--- src/rtl/divide_request_queue_if.sv ---
// Bundles the request, result and divider-side signals of divide_request_queue.
// The master side is the environment (producers, consumer, divider); the slave side is the queue.
interface divide_request_queue_if #(
    parameter int DIVIDEND_BITS = 10,
    parameter int DIVISOR_BITS  = 7,
    parameter int TAG_BITS      = 4,
    parameter int DEPTH         = 4
);
    localparam int CNT_W = $clog2(DEPTH) + 1;

    logic                     req_valid;
    logic                     req_ready;
    logic [DIVIDEND_BITS-1:0] req_dividend;
    logic [DIVISOR_BITS-1:0]  req_divisor;
    logic [TAG_BITS-1:0]      req_tag;

    logic                     res_valid;
    logic                     res_ready;
    logic [DIVIDEND_BITS-1:0] res_quotient;
    logic [DIVISOR_BITS-1:0]  res_remainder;
    logic                     res_error;
    logic [TAG_BITS-1:0]      res_tag;

    logic                     div_valid;
    logic [DIVIDEND_BITS-1:0] div_dividend;
    logic [DIVISOR_BITS-1:0]  div_divisor;
    logic                     div_out_valid;
    logic [DIVIDEND_BITS-1:0] div_quotient;
    logic [DIVISOR_BITS-1:0]  div_remainder;
    logic                     div_error;

    logic [CNT_W-1:0]         occupancy;
    logic                     busy;

    modport master (
        output req_valid, req_dividend, req_divisor, req_tag,
        input  req_ready,
        input  res_valid, res_quotient, res_remainder, res_error, res_tag,
        output res_ready,
        input  div_valid, div_dividend, div_divisor,
        output div_out_valid, div_quotient, div_remainder, div_error,
        input  occupancy, busy
    );

    modport slave (
        input  req_valid, req_dividend, req_divisor, req_tag,
        output req_ready,
        output res_valid, res_quotient, res_remainder, res_error, res_tag,
        input  res_ready,
        output div_valid, div_dividend, div_divisor,
        input  div_out_valid, div_quotient, div_remainder, div_error,
        output occupancy, busy
    );
endinterface

--- src/rtl/divide_request_queue.sv ---
// Issue stage in front of a non-backpressured serial divider: a tagged request FIFO,
// a one-op-in-flight issue FSM and a single valid/ready result slot.
//
// state | meaning
// IDLE  | divider free; issue FIFO head when result slot is empty or draining
// BUSY  | one op in the divider; waiting for its out_valid pulse
module divide_request_queue #(
    parameter int DIVIDEND_BITS = 10,
    parameter int DIVISOR_BITS  = 7,
    parameter int TAG_BITS      = 4,
    parameter int DEPTH         = 4
) (
    input  logic                 clk,
    input  logic                 rst,
    divide_request_queue_if.slave bus
);
    localparam int PTR_W = $clog2(DEPTH);
    localparam int CNT_W = PTR_W + 1;
    localparam logic [CNT_W-1:0] FULL_CNT = CNT_W'(DEPTH);

    if (DEPTH < 2 || (DEPTH & (DEPTH - 1)) != 0) begin : g_depth_check
        $error("divide_request_queue: DEPTH must be a power of two >= 2");
    end

    typedef enum logic {
        IDLE = 1'b0,
        BUSY = 1'b1
    } state_t;

    state_t state_q;
    state_t state_d;

    logic [DIVIDEND_BITS-1:0] fifo_dividend [DEPTH];
    logic [DIVISOR_BITS-1:0]  fifo_divisor  [DEPTH];
    logic [TAG_BITS-1:0]      fifo_tag      [DEPTH];

    logic [PTR_W-1:0] wr_ptr;
    logic [PTR_W-1:0] rd_ptr;
    logic [CNT_W-1:0] count;

    logic push;
    logic issue;
    logic capture;
    logic drain;

    logic [TAG_BITS-1:0]      fly_tag;
    logic                     res_valid_q;
    logic [DIVIDEND_BITS-1:0] res_quotient_q;
    logic [DIVISOR_BITS-1:0]  res_remainder_q;
    logic                     res_error_q;
    logic [TAG_BITS-1:0]      res_tag_q;

    // A full FIFO refuses even when the head is leaving this cycle.
    assign bus.req_ready = (count != FULL_CNT);
    assign push          = bus.req_valid && bus.req_ready;
    assign drain         = res_valid_q && bus.res_ready;

    always_ff @(posedge clk) begin
        if (rst) begin
            state_q <= IDLE;
        end else begin
            state_q <= state_d;
        end
    end

    // Issuing only into an empty or draining slot guarantees every capture finds it free.
    always_comb begin
        state_d = state_q;
        issue   = 1'b0;
        capture = 1'b0;
        case (state_q)
            IDLE: begin
                if (count != '0 && (!res_valid_q || bus.res_ready)) begin
                    issue   = 1'b1;
                    state_d = BUSY;
                end
            end
            BUSY: begin
                if (bus.div_out_valid) begin
                    capture = 1'b1;
                    state_d = IDLE;
                end
            end
            default: state_d = IDLE;
        endcase
    end

    always_ff @(posedge clk) begin
        if (push) begin
            fifo_dividend[wr_ptr] <= bus.req_dividend;
            fifo_divisor[wr_ptr]  <= bus.req_divisor;
            fifo_tag[wr_ptr]      <= bus.req_tag;
        end
    end

    always_ff @(posedge clk) begin
        if (rst) begin
            wr_ptr <= '0;
            rd_ptr <= '0;
            count  <= '0;
        end else begin
            if (push) begin
                wr_ptr <= wr_ptr + PTR_W'(1);
            end
            if (issue) begin
                rd_ptr <= rd_ptr + PTR_W'(1);
            end
            case ({push, issue})
                2'b10:   count <= count + CNT_W'(1);
                2'b01:   count <= count - CNT_W'(1);
                default: count <= count;
            endcase
        end
    end

    always_ff @(posedge clk) begin
        if (rst) begin
            fly_tag <= '0;
        end else if (issue) begin
            fly_tag <= fifo_tag[rd_ptr];
        end
    end

    always_ff @(posedge clk) begin
        if (rst) begin
            res_valid_q     <= 1'b0;
            res_quotient_q  <= '0;
            res_remainder_q <= '0;
            res_error_q     <= 1'b0;
            res_tag_q       <= '0;
        end else if (capture) begin
            res_valid_q     <= 1'b1;
            res_quotient_q  <= bus.div_quotient;
            res_remainder_q <= bus.div_remainder;
            res_error_q     <= bus.div_error;
            res_tag_q       <= fly_tag;
        end else if (drain) begin
            res_valid_q     <= 1'b0;
        end
    end

    assert property (@(posedge clk) disable iff (rst) !(capture && res_valid_q));

    assign bus.div_valid     = issue;
    assign bus.div_dividend  = fifo_dividend[rd_ptr];
    assign bus.div_divisor   = fifo_divisor[rd_ptr];
    assign bus.res_valid     = res_valid_q;
    assign bus.res_quotient  = res_quotient_q;
    assign bus.res_remainder = res_remainder_q;
    assign bus.res_error     = res_error_q;
    assign bus.res_tag       = res_tag_q;
    assign bus.occupancy     = count;
    assign bus.busy          = (state_q == BUSY);
endmodule

--- src/flat_wrapper.sv ---
// flat-port wrapper written by rule: the top's interface ports become plain ports
module divide_request_queue_flat 
#(
    parameter int DIVIDEND_BITS = 10,
    parameter int DIVISOR_BITS  = 7,
    parameter int TAG_BITS      = 4,
    parameter int DEPTH         = 4
)
  (clk, rst, bus_req_valid, bus_req_dividend, bus_req_divisor, bus_req_tag, bus_req_ready, bus_res_valid, bus_res_quotient, bus_res_remainder, bus_res_error, bus_res_tag, bus_res_ready, bus_div_valid, bus_div_dividend, bus_div_divisor, bus_div_out_valid, bus_div_quotient, bus_div_remainder, bus_div_error, bus_occupancy, bus_busy);
  divide_request_queue_if #(.DIVIDEND_BITS(DIVIDEND_BITS), .DIVISOR_BITS(DIVISOR_BITS), .TAG_BITS(TAG_BITS), .DEPTH(DEPTH)) bus_i ();
  input  logic clk;
  input  logic rst;
  input wire logic [$bits(bus_i.req_valid)-1:0] bus_req_valid;
  input wire logic [$bits(bus_i.req_dividend)-1:0] bus_req_dividend;
  input wire logic [$bits(bus_i.req_divisor)-1:0] bus_req_divisor;
  input wire logic [$bits(bus_i.req_tag)-1:0] bus_req_tag;
  output wire logic [$bits(bus_i.req_ready)-1:0] bus_req_ready;
  output wire logic [$bits(bus_i.res_valid)-1:0] bus_res_valid;
  output wire logic [$bits(bus_i.res_quotient)-1:0] bus_res_quotient;
  output wire logic [$bits(bus_i.res_remainder)-1:0] bus_res_remainder;
  output wire logic [$bits(bus_i.res_error)-1:0] bus_res_error;
  output wire logic [$bits(bus_i.res_tag)-1:0] bus_res_tag;
  input wire logic [$bits(bus_i.res_ready)-1:0] bus_res_ready;
  output wire logic [$bits(bus_i.div_valid)-1:0] bus_div_valid;
  output wire logic [$bits(bus_i.div_dividend)-1:0] bus_div_dividend;
  output wire logic [$bits(bus_i.div_divisor)-1:0] bus_div_divisor;
  input wire logic [$bits(bus_i.div_out_valid)-1:0] bus_div_out_valid;
  input wire logic [$bits(bus_i.div_quotient)-1:0] bus_div_quotient;
  input wire logic [$bits(bus_i.div_remainder)-1:0] bus_div_remainder;
  input wire logic [$bits(bus_i.div_error)-1:0] bus_div_error;
  output wire logic [$bits(bus_i.occupancy)-1:0] bus_occupancy;
  output wire logic [$bits(bus_i.busy)-1:0] bus_busy;
  assign bus_i.req_valid = bus_req_valid;
  assign bus_i.req_dividend = bus_req_dividend;
  assign bus_i.req_divisor = bus_req_divisor;
  assign bus_i.req_tag = bus_req_tag;
  assign bus_req_ready = bus_i.req_ready;
  assign bus_res_valid = bus_i.res_valid;
  assign bus_res_quotient = bus_i.res_quotient;
  assign bus_res_remainder = bus_i.res_remainder;
  assign bus_res_error = bus_i.res_error;
  assign bus_res_tag = bus_i.res_tag;
  assign bus_i.res_ready = bus_res_ready;
  assign bus_div_valid = bus_i.div_valid;
  assign bus_div_dividend = bus_i.div_dividend;
  assign bus_div_divisor = bus_i.div_divisor;
  assign bus_i.div_out_valid = bus_div_out_valid;
  assign bus_i.div_quotient = bus_div_quotient;
  assign bus_i.div_remainder = bus_div_remainder;
  assign bus_i.div_error = bus_div_error;
  assign bus_occupancy = bus_i.occupancy;
  assign bus_busy = bus_i.busy;
  divide_request_queue #(.DIVIDEND_BITS(DIVIDEND_BITS), .DIVISOR_BITS(DIVISOR_BITS), .TAG_BITS(TAG_BITS), .DEPTH(DEPTH)) u_core (.clk(clk), .rst(rst), .bus(bus_i));
endmodule
--- config.mk ---
export PLATFORM = sky130hd
export DESIGN_NAME = divide_request_queue_flat
export DESIGN_NICKNAME = d
export VERILOG_FILES = /design/src/rtl/divide_request_queue_if.sv /design/src/rtl/divide_request_queue.sv /design/src/flat_wrapper.sv
export SDC_FILE = /design/constraint.sdc
export NUM_CORES = 1
export LEC_CHECK = 0
export BUFFER_PORTS_ARGS = -buffer_cell sky130_fd_sc_hd__buf_2
export CORE_ASPECT_RATIO = 1.2
export CORE_MARGIN = 1
export CORE_UTILIZATION = 49
export DETAILED_ROUTE_END_ITERATION = 10
export PLACE_DENSITY = 0.75
export SETUP_SLACK_MARGIN = 0.3
export SYNTH_ARGS = -nofsm -noshare
export SYNTH_HDL_FRONTEND = slang
export SYNTH_SLANG_ARGS = --single-unit
--- constraint.sdc ---
create_clock -name clk -period 2.3 [get_ports clk]
set_input_delay 0.115 -clock clk [delete_from_list [all_inputs] [get_ports clk]]
set_output_delay 0.115 -clock clk [all_outputs]
set_load 0.05 [all_outputs]
==> results.cfg, run 1 <==
[global_routing]
grt_max_degree = 38
grt_pass1_vias = 3050
grt_use_met3 = 0.05155
overflow = 0
gr-max-usage-layer = met2
use_met2 = 0.3665
grt_usage = 0.1971
grt_first_pass_wirelength_mm = 14.26
antenna_found_initial = 0
grt.met1_usage = 0.2155

[synthesis]
syn_nets = 339
synth_top_family_by_area = multiplexers
seq_area_frac_synth = 0.7208
synthDistinctLibCells = 31
synth_area_sq_mm = 0.004527
synth_top_area_frac = 0.5572
synth-simple-area-share = 0.07407
synth-xor-area-share = 0.003870
syn-instance-count = 289
syn_area_per_cell_sq_um = 15.66
synthTopCellsByArea = edfxtp_1, dfxtp_1, mux4_2
synthAdderAreaFrac = 0.01824
synth_compound_area_frac = 0.05113
ys_seq_elements = 121
ys_warn_count = 0
muxShareOfSynthArea = 0.1070
synth.largest_area_cell = edfxtp_1

[layout]
fillCellCount = 566
design_area_sq_mm = 0.006242
final_cell_mix = buf_2, edfxtp_1, nand2_1
ff_latch_area_sq_mm = 0.003278
syn2layout_area_growth_pct = 37.89
multi_input_area_sq_mm = 0.001201
layout_commonest_cell = buf_2
num_antenna_cells = 0
drive_gt1_frac = 0.3996
final_nets = 485

[timing]
fin_crit_sh = 0.8787
clock_skew_ns = 0.004731
max_slew_margin = 0.4900
fin_tns_setup_ns = 0
grt_setup_unrepaired = yes
fmaxAchievable_ghz = 0.4948
finalSetupViolations = 0
worst_pin_slew_ns = 0.7632
maxSlewViolCount = 0
period_minus_slack_ns = 2.021
finalHoldViolCount = 0

[cts]
clock-sinks = 121
clockBufferDepth = 2
tritoncts = yes
cts-root-buf = clkbuf_8
path_clk_slew_ns = 0.06
clk_latency_ns = 0.50
cts_inserted_buffers = 17
cts_htree_levels = 4

[floorplan]
chipHeight_microns = 107.3
die_area_sq_mm = 0.009628
ios = 90
placementRows = 38
initial_utilization = 0.5038
core_sq_mm = 0.008986
dieWidth_microns = 89.74

[placement]
dp_hpwl_mm = 5.101
place.gp.congestion = 0.7876
postPlaceCellArea_sq_mm = 0.005115
io_buffer_count = 89

[detailed_routing]
drc_errors = 0
drt_iter0_drc = 102
ant_nets = 0
wire_per_inst_microns = 16.00
dr.pass1.iters = 4
vias_per_cell = 5.176
vias = 2940
routed_wirelength_mm = 9.086

[setup_path]
startpoint_type = register
cp.required_ns = 2.72
path_max_fanout = 5
crit_arrival_ns = 2.45
crit_type = register to register
end_kind = register

[run]
drv_cap = 0

[pwr]
power_w = 0.007657
leakagePower_nw = 2.349
max-vdd-ir-drop_uv = 828.1
powerDensity_mw_per_mm2 = 1227

[run_status]
status = completed

[min_path]
hold_class = input pin to register
[critical path: stages, from the launching register on]
cell	delay [ns]
dfxtp_4	0.35
or3b_4	0.42
nand2_4	0.07
ha_4	0.12
inv_2	0.03
fa_2	0.32
xor2_1	0.16
or3_4	0.33
a21oi_2	0.13
[layer usage]
layer	share of wire	vias to the layer above
met5	0	-
met4	0.022	0
met3	0.057	20
met2	0.52	127
met1	0.40	1417
li1	-	1376
[stage by stage]
stage | worst slack, ns | hold WS, ns | util | instances
floorplan | -0.02228 | 0.2139 | - | 289
global placement | 0.2450 | 0.3243 | 0.5692 | 485
detailed placement | 0.2029 | 0.3325 | 0.5692 | 485
CTS | 0.3011 | 0.1018 | 0.6892 | 564
global route | 0.2109 | 0.1535 | 0.6947 | 568
finish | 0.2791 | 0.1181 | 0.6947 | 568
[worst paths after layout]
kind	slack, ns	end	cells after the start	startpoint
max	0.28	u_core.bus.occupancy[2]	8	u_core.bus.occupancy[0]
min	0.12	u_core.fly_tag[3]	4	bus_res_ready
max reg2reg	0.28	u_core.bus.occupancy[2]	8	u_core.bus.occupancy[0]
min reg2reg	0.45	u_core.bus.res_quotient[6]	2	u_core.bus.res_quotient[6]
[flip-flops by register name (all words and copies together), names as in the netlist, named ones only]
| register | count |
|---|---|
| u_core.bus.res_error | 1 |
| u_core.wr_ptr | 2 |
| u_core.rd_ptr | 2 |
| u_core.bus.occupancy | 3 |
| u_core.fifo_tag | 16 |
| u_core.bus.res_remainder | 7 |
| u_core.bus.res_tag | 4 |
| u_core.fifo_dividend | 40 |
| u_core.fifo_divisor | 28 |
| u_core.bus.res_valid | 1 |
| u_core.bus.busy | 1 |
| u_core.fly_tag | 4 |
| u_core.bus.res_quotient | 10 |
[report_power, final]
| group | switching [W] | internal [W] |
|---|---|---|
| Combinational | 0.00147 | 0.000853 |
| Sequential | 0.000142 | 0.00260 |
| Clock | 0.000941 | 0.00165 |
[final cells by class]
class / instances / area share
Sequential cell: 121 / 0.5252
Timing Repair Buffer: 144 / 0.1587
Inverter: 7 / 0.004811
Clock inverter: 15 / 0.02846
Clock buffer: 17 / 0.06635
Tap cell: 120 / 0.02405
Multi-Input combinational cell: 144 / 0.1924
[cell families (layout without fill, tap and decap cells)]
| family | after synthesis | in the layout |
|---|---|---|
| DFF | 121 | 121 |
| and+or+nand+nor | 72 | 72 |
| AOI/OAI and AO/OA | 42 | 42 |
| buffers and inverters | 24 | 183 |
| muxes | 22 | 22 |
| adders and majority gates | 6 | 6 |
| xor gates and xnor gates | 2 | 2 |
[what timing repair did]
| action | in CTS | in global routing |
|---|---|---|
| endpoints found under the hold margin | 105 | 0 |
| hold buffers | 41 | 0 |
| resized for setup | 8 | 1 |
| gates cloned | 0 | 1 |
| setup endpoints to repair | 19 | 16 |
| setup buffers | 6 | 3 |
| pin swaps | 7 | 1 |
[synthesized netlist by cell type]
library cell and instances:
a21o_1 2, a21oi_1 33, a21oi_2 1, and2_0 1, and3_2 4, buf_1 4, buf_2 6, buf_4 2
buf_6 1, clkbuf_1 4, dfxtp_1 37, edfxtp_1 84, fa_1 1, ha_1 5, inv_1 7, mux2_2 1
mux4_2 21, nand2_1 46, nand2b_1 2, nand3_1 3, nand4_1 5, nor2_1 4, nor2b_1 2, nor3_2 1
o21ai_0 1, o31ai_1 5, or3_1 1, or3_2 1, or3b_1 1, or4_1 1, xor2_1 2
Power figures use the tool's default switching activity.
==> run 2, diff against run 1 <==
ABC_AREA = 1   (was not set)
==> run 2 against run 1 <==
Net effect: critical path depth shrank 4; sequential cell count is the same; register-to-register slack gained 0.18 ns; via count grew 19%; final cell count grew 21%; critical endpoint is now bus_div_divisor[6]; highest routed layer unchanged.
==> results.cfg, run 2 <==
[global_routing]
grt_max_degree = 35
grt_pass1_vias = 3615
grt_usage = 0.2194
grt_first_pass_wirelength_mm = 16.52
overflow = 0
antenna_found_initial = 0

[pwr]
leakagePower_nw = 2.607
powerDensity_mw_per_mm2 = 1412
max-vdd-ir-drop_uv = 783.2
power_w = 0.009023

[layout]
final_cell_mix = nor2_1, buf_2, edfxtp_1
drive_gt1_frac = 0.2789
syn2layout_area_growth_pct = 36.44
num_antenna_cells = 0
largest_reg_flops = 40
reg_top3 = u_core.fifo_dividend x40, u_core.fifo_divisor x28, u_core.fifo_tag x16
design_area_sq_mm = 0.006390
top_register = u_core.fifo_dividend
fillCellCount = 615
final_nets = 607

[synthesis]
netlist_top_cells_count = nor2_1, edfxtp_1, o21ai_0
ys_warn_count = 0
yosysMostFrequentCell = nor2_1
synthDistinctLibCells = 24
ys.flop_type = edfxtp_1
synthTopCellsByArea = edfxtp_1, dfxtp_1, nor2_1
async_reset_ff_frac = 0
seq_area_frac_synth = 0.6968
synth.largest_area_cell = edfxtp_1
syn-instance-count = 416
syn_area_per_cell_sq_um = 11.26
synth_top_area_frac = 0.5386
synth_edf_count = 84
synth_area_sq_mm = 0.004683
syn_nets = 466
ys_seq_elements = 121

[detailed_routing]
ant_nets = 0
vias = 3495
vias_per_cell = 5.065
drc_errors = 0
dr.pass1.iters = 5
routed_wirelength_mm = 10.27
wire_per_inst_microns = 14.89
drt_iter0_drc = 151

[setup_path]
cp.required_ns = 2.18
crit_arrival_ns = 1.75
path_max_fanout = 15
end_kind = primary output
r2r_end = u_core.bus.occupancy[2]
startpoint_type = register
reg2regPathDepth = 11
crit_type = register to primary output
r2r_slack_ns = 0.46
timing.rr.start = u_core.bus.res_valid

[cts]
clockBufferDepth = 2
clock-sinks = 121
cts_inserted_buffers = 17
clk_latency_ns = 0.50
cts-root-buf = clkbuf_8
tritoncts = yes
path_clk_slew_ns = 0.06
cts_htree_levels = 4

[floorplan]
initial_utilization = 0.5104
chipHeight_microns = 109.1
die_area_sq_mm = 0.009954
dieWidth_microns = 91.25
ios = 90
core_sq_mm = 0.009176
placementRows = 38

[timing]
max_slew_margin = 0.5832
grt_setup_unrepaired = no
clock_skew_ns = 0.01572
finalHoldViolCount = 0
maxSlewViolCount = 0
fin_tns_setup_ns = 0
setup_ws_ns = 0.4326
fmaxAchievable_ghz = 0.5355
period_minus_slack_ns = 1.867
worst_pin_slew_ns = 0.6238
fin_crit_sh = 0.8119
finalSetupViolations = 0

[run]
drv_cap = 0

[placement]
io_buffer_count = 89
dp_slack_ns = 0.3526
postPlaceCellArea_sq_mm = 0.005289
place.gp.congestion = 0.7407
dp_hpwl_mm = 5.711

[run_status]
status = completed

[min_path]
hold_class = input pin to register
hold_path_depth = 6
hp-start = bus_res_ready
## run 2: cell count changes in the layout (fill, tap and decap cells not counted), moves of 5 or more
| cell | change |
|---|---|
| o22ai_1 | +17 |
| o21ai_1 | +7 |
| inv_4 | +5 |
| inv_1 | +19 |
| o31ai_1 | -5 |
| o21ai_0 | +53 |
| nor2_1 | +85 |
| a21oi_1 | -22 |
| mux4_2 | -21 |
## run 2: logic make-up after synthesis
group,count (synthesis),synth area share
and+or+nand+nor,149,0.1282
DFF,121,0.6968
AOI/OAI and AO/OA,88,0.09858
buffers and inverters,52,0.05878
adders and majority gates,6,0.01763
## run 2: how the worst max path moves through the flow
stage / end / depth (start not counted) / from / slack (ns)
after floorplan: u_core.bus.occupancy[2] / 13 / u_core.bus.occupancy[2] / 0.23
after global placement: u_core.bus.occupancy[2] / 12 / u_core.bus.occupancy[2] / 0.41
after detailed placement: u_core.bus.occupancy[2] / 12 / u_core.bus.occupancy[2] / 0.35
after CTS: bus_div_divisor[6] / 4 / register / 0.34
after global routing: u_core.bus.occupancy[2] / 12 / u_core.bus.occupancy[2] / 0.32
final: bus_div_divisor[6] / 4 / register / 0.43
## run 2: power breakdown
part | total (W) | internal [W] | leakage, nW | switching [W]
clock | 0.00291 | 0.00198 | 0.313 | 0.000926
sequential | 0.00293 | 0.00269 | 1.08 | 0.000236
combinational | 0.00319 | 0.000831 | 1.22 | 0.00236
## run 2: critical path: stages (launching register included)
cell,delay [ns]
dfxtp_4,0.46
buf_4,0.19
o21ai_0,0.11
o22ai_1,0.20
buf_2,0.30
## run 2: area by class of cell
| cell class | instances | area [sq um] | share of cell area |
|---|---|---|---|
| Inverter | 34 | 153.9 | 0.02408 |
| Sequential cell | 121 | 3287 | 0.5144 |
| Multi-Input combinational cell | 243 | 1190 | 0.1862 |
| Clock inverter | 15 | 249.0 | 0.03897 |
| Tap cell | 120 | 150.1 | 0.02350 |
| Timing Repair Buffer | 140 | 945.9 | 0.1480 |
| Clock buffer | 17 | 414.1 | 0.06481 |
## run 2: what timing repair did
item | in CTS | in global routing
resized for setup | 4 | 2
endpoints found under the setup margin | 17 | 3
hold endpoints to repair | 104 | 0
hold buffers | 42 | 0
buffers inserted | 0 | 0
## run 2: through the flow
stage | utilization | instances | hold WS, ns
floorplan | - | 416 | 0.1744
global placement | 0.5764 | 616 | 0.3197
detailed placement | 0.5764 | 616 | 0.3191
CTS | 0.6953 | 690 | 0.08415
global route | 0.6963 | 690 | 0.1297
finish | 0.6963 | 690 | 0.1228
## run 2: per-layer routing
layer,global-route usage,vias up,part of all wire
met1,0.2248,1646,0.39
met3,0.05718,7,0.056
met4,0.1247,0,0.0092
met2,0.4069,132,0.54
met5,0,-,0
li1,-,1710,-
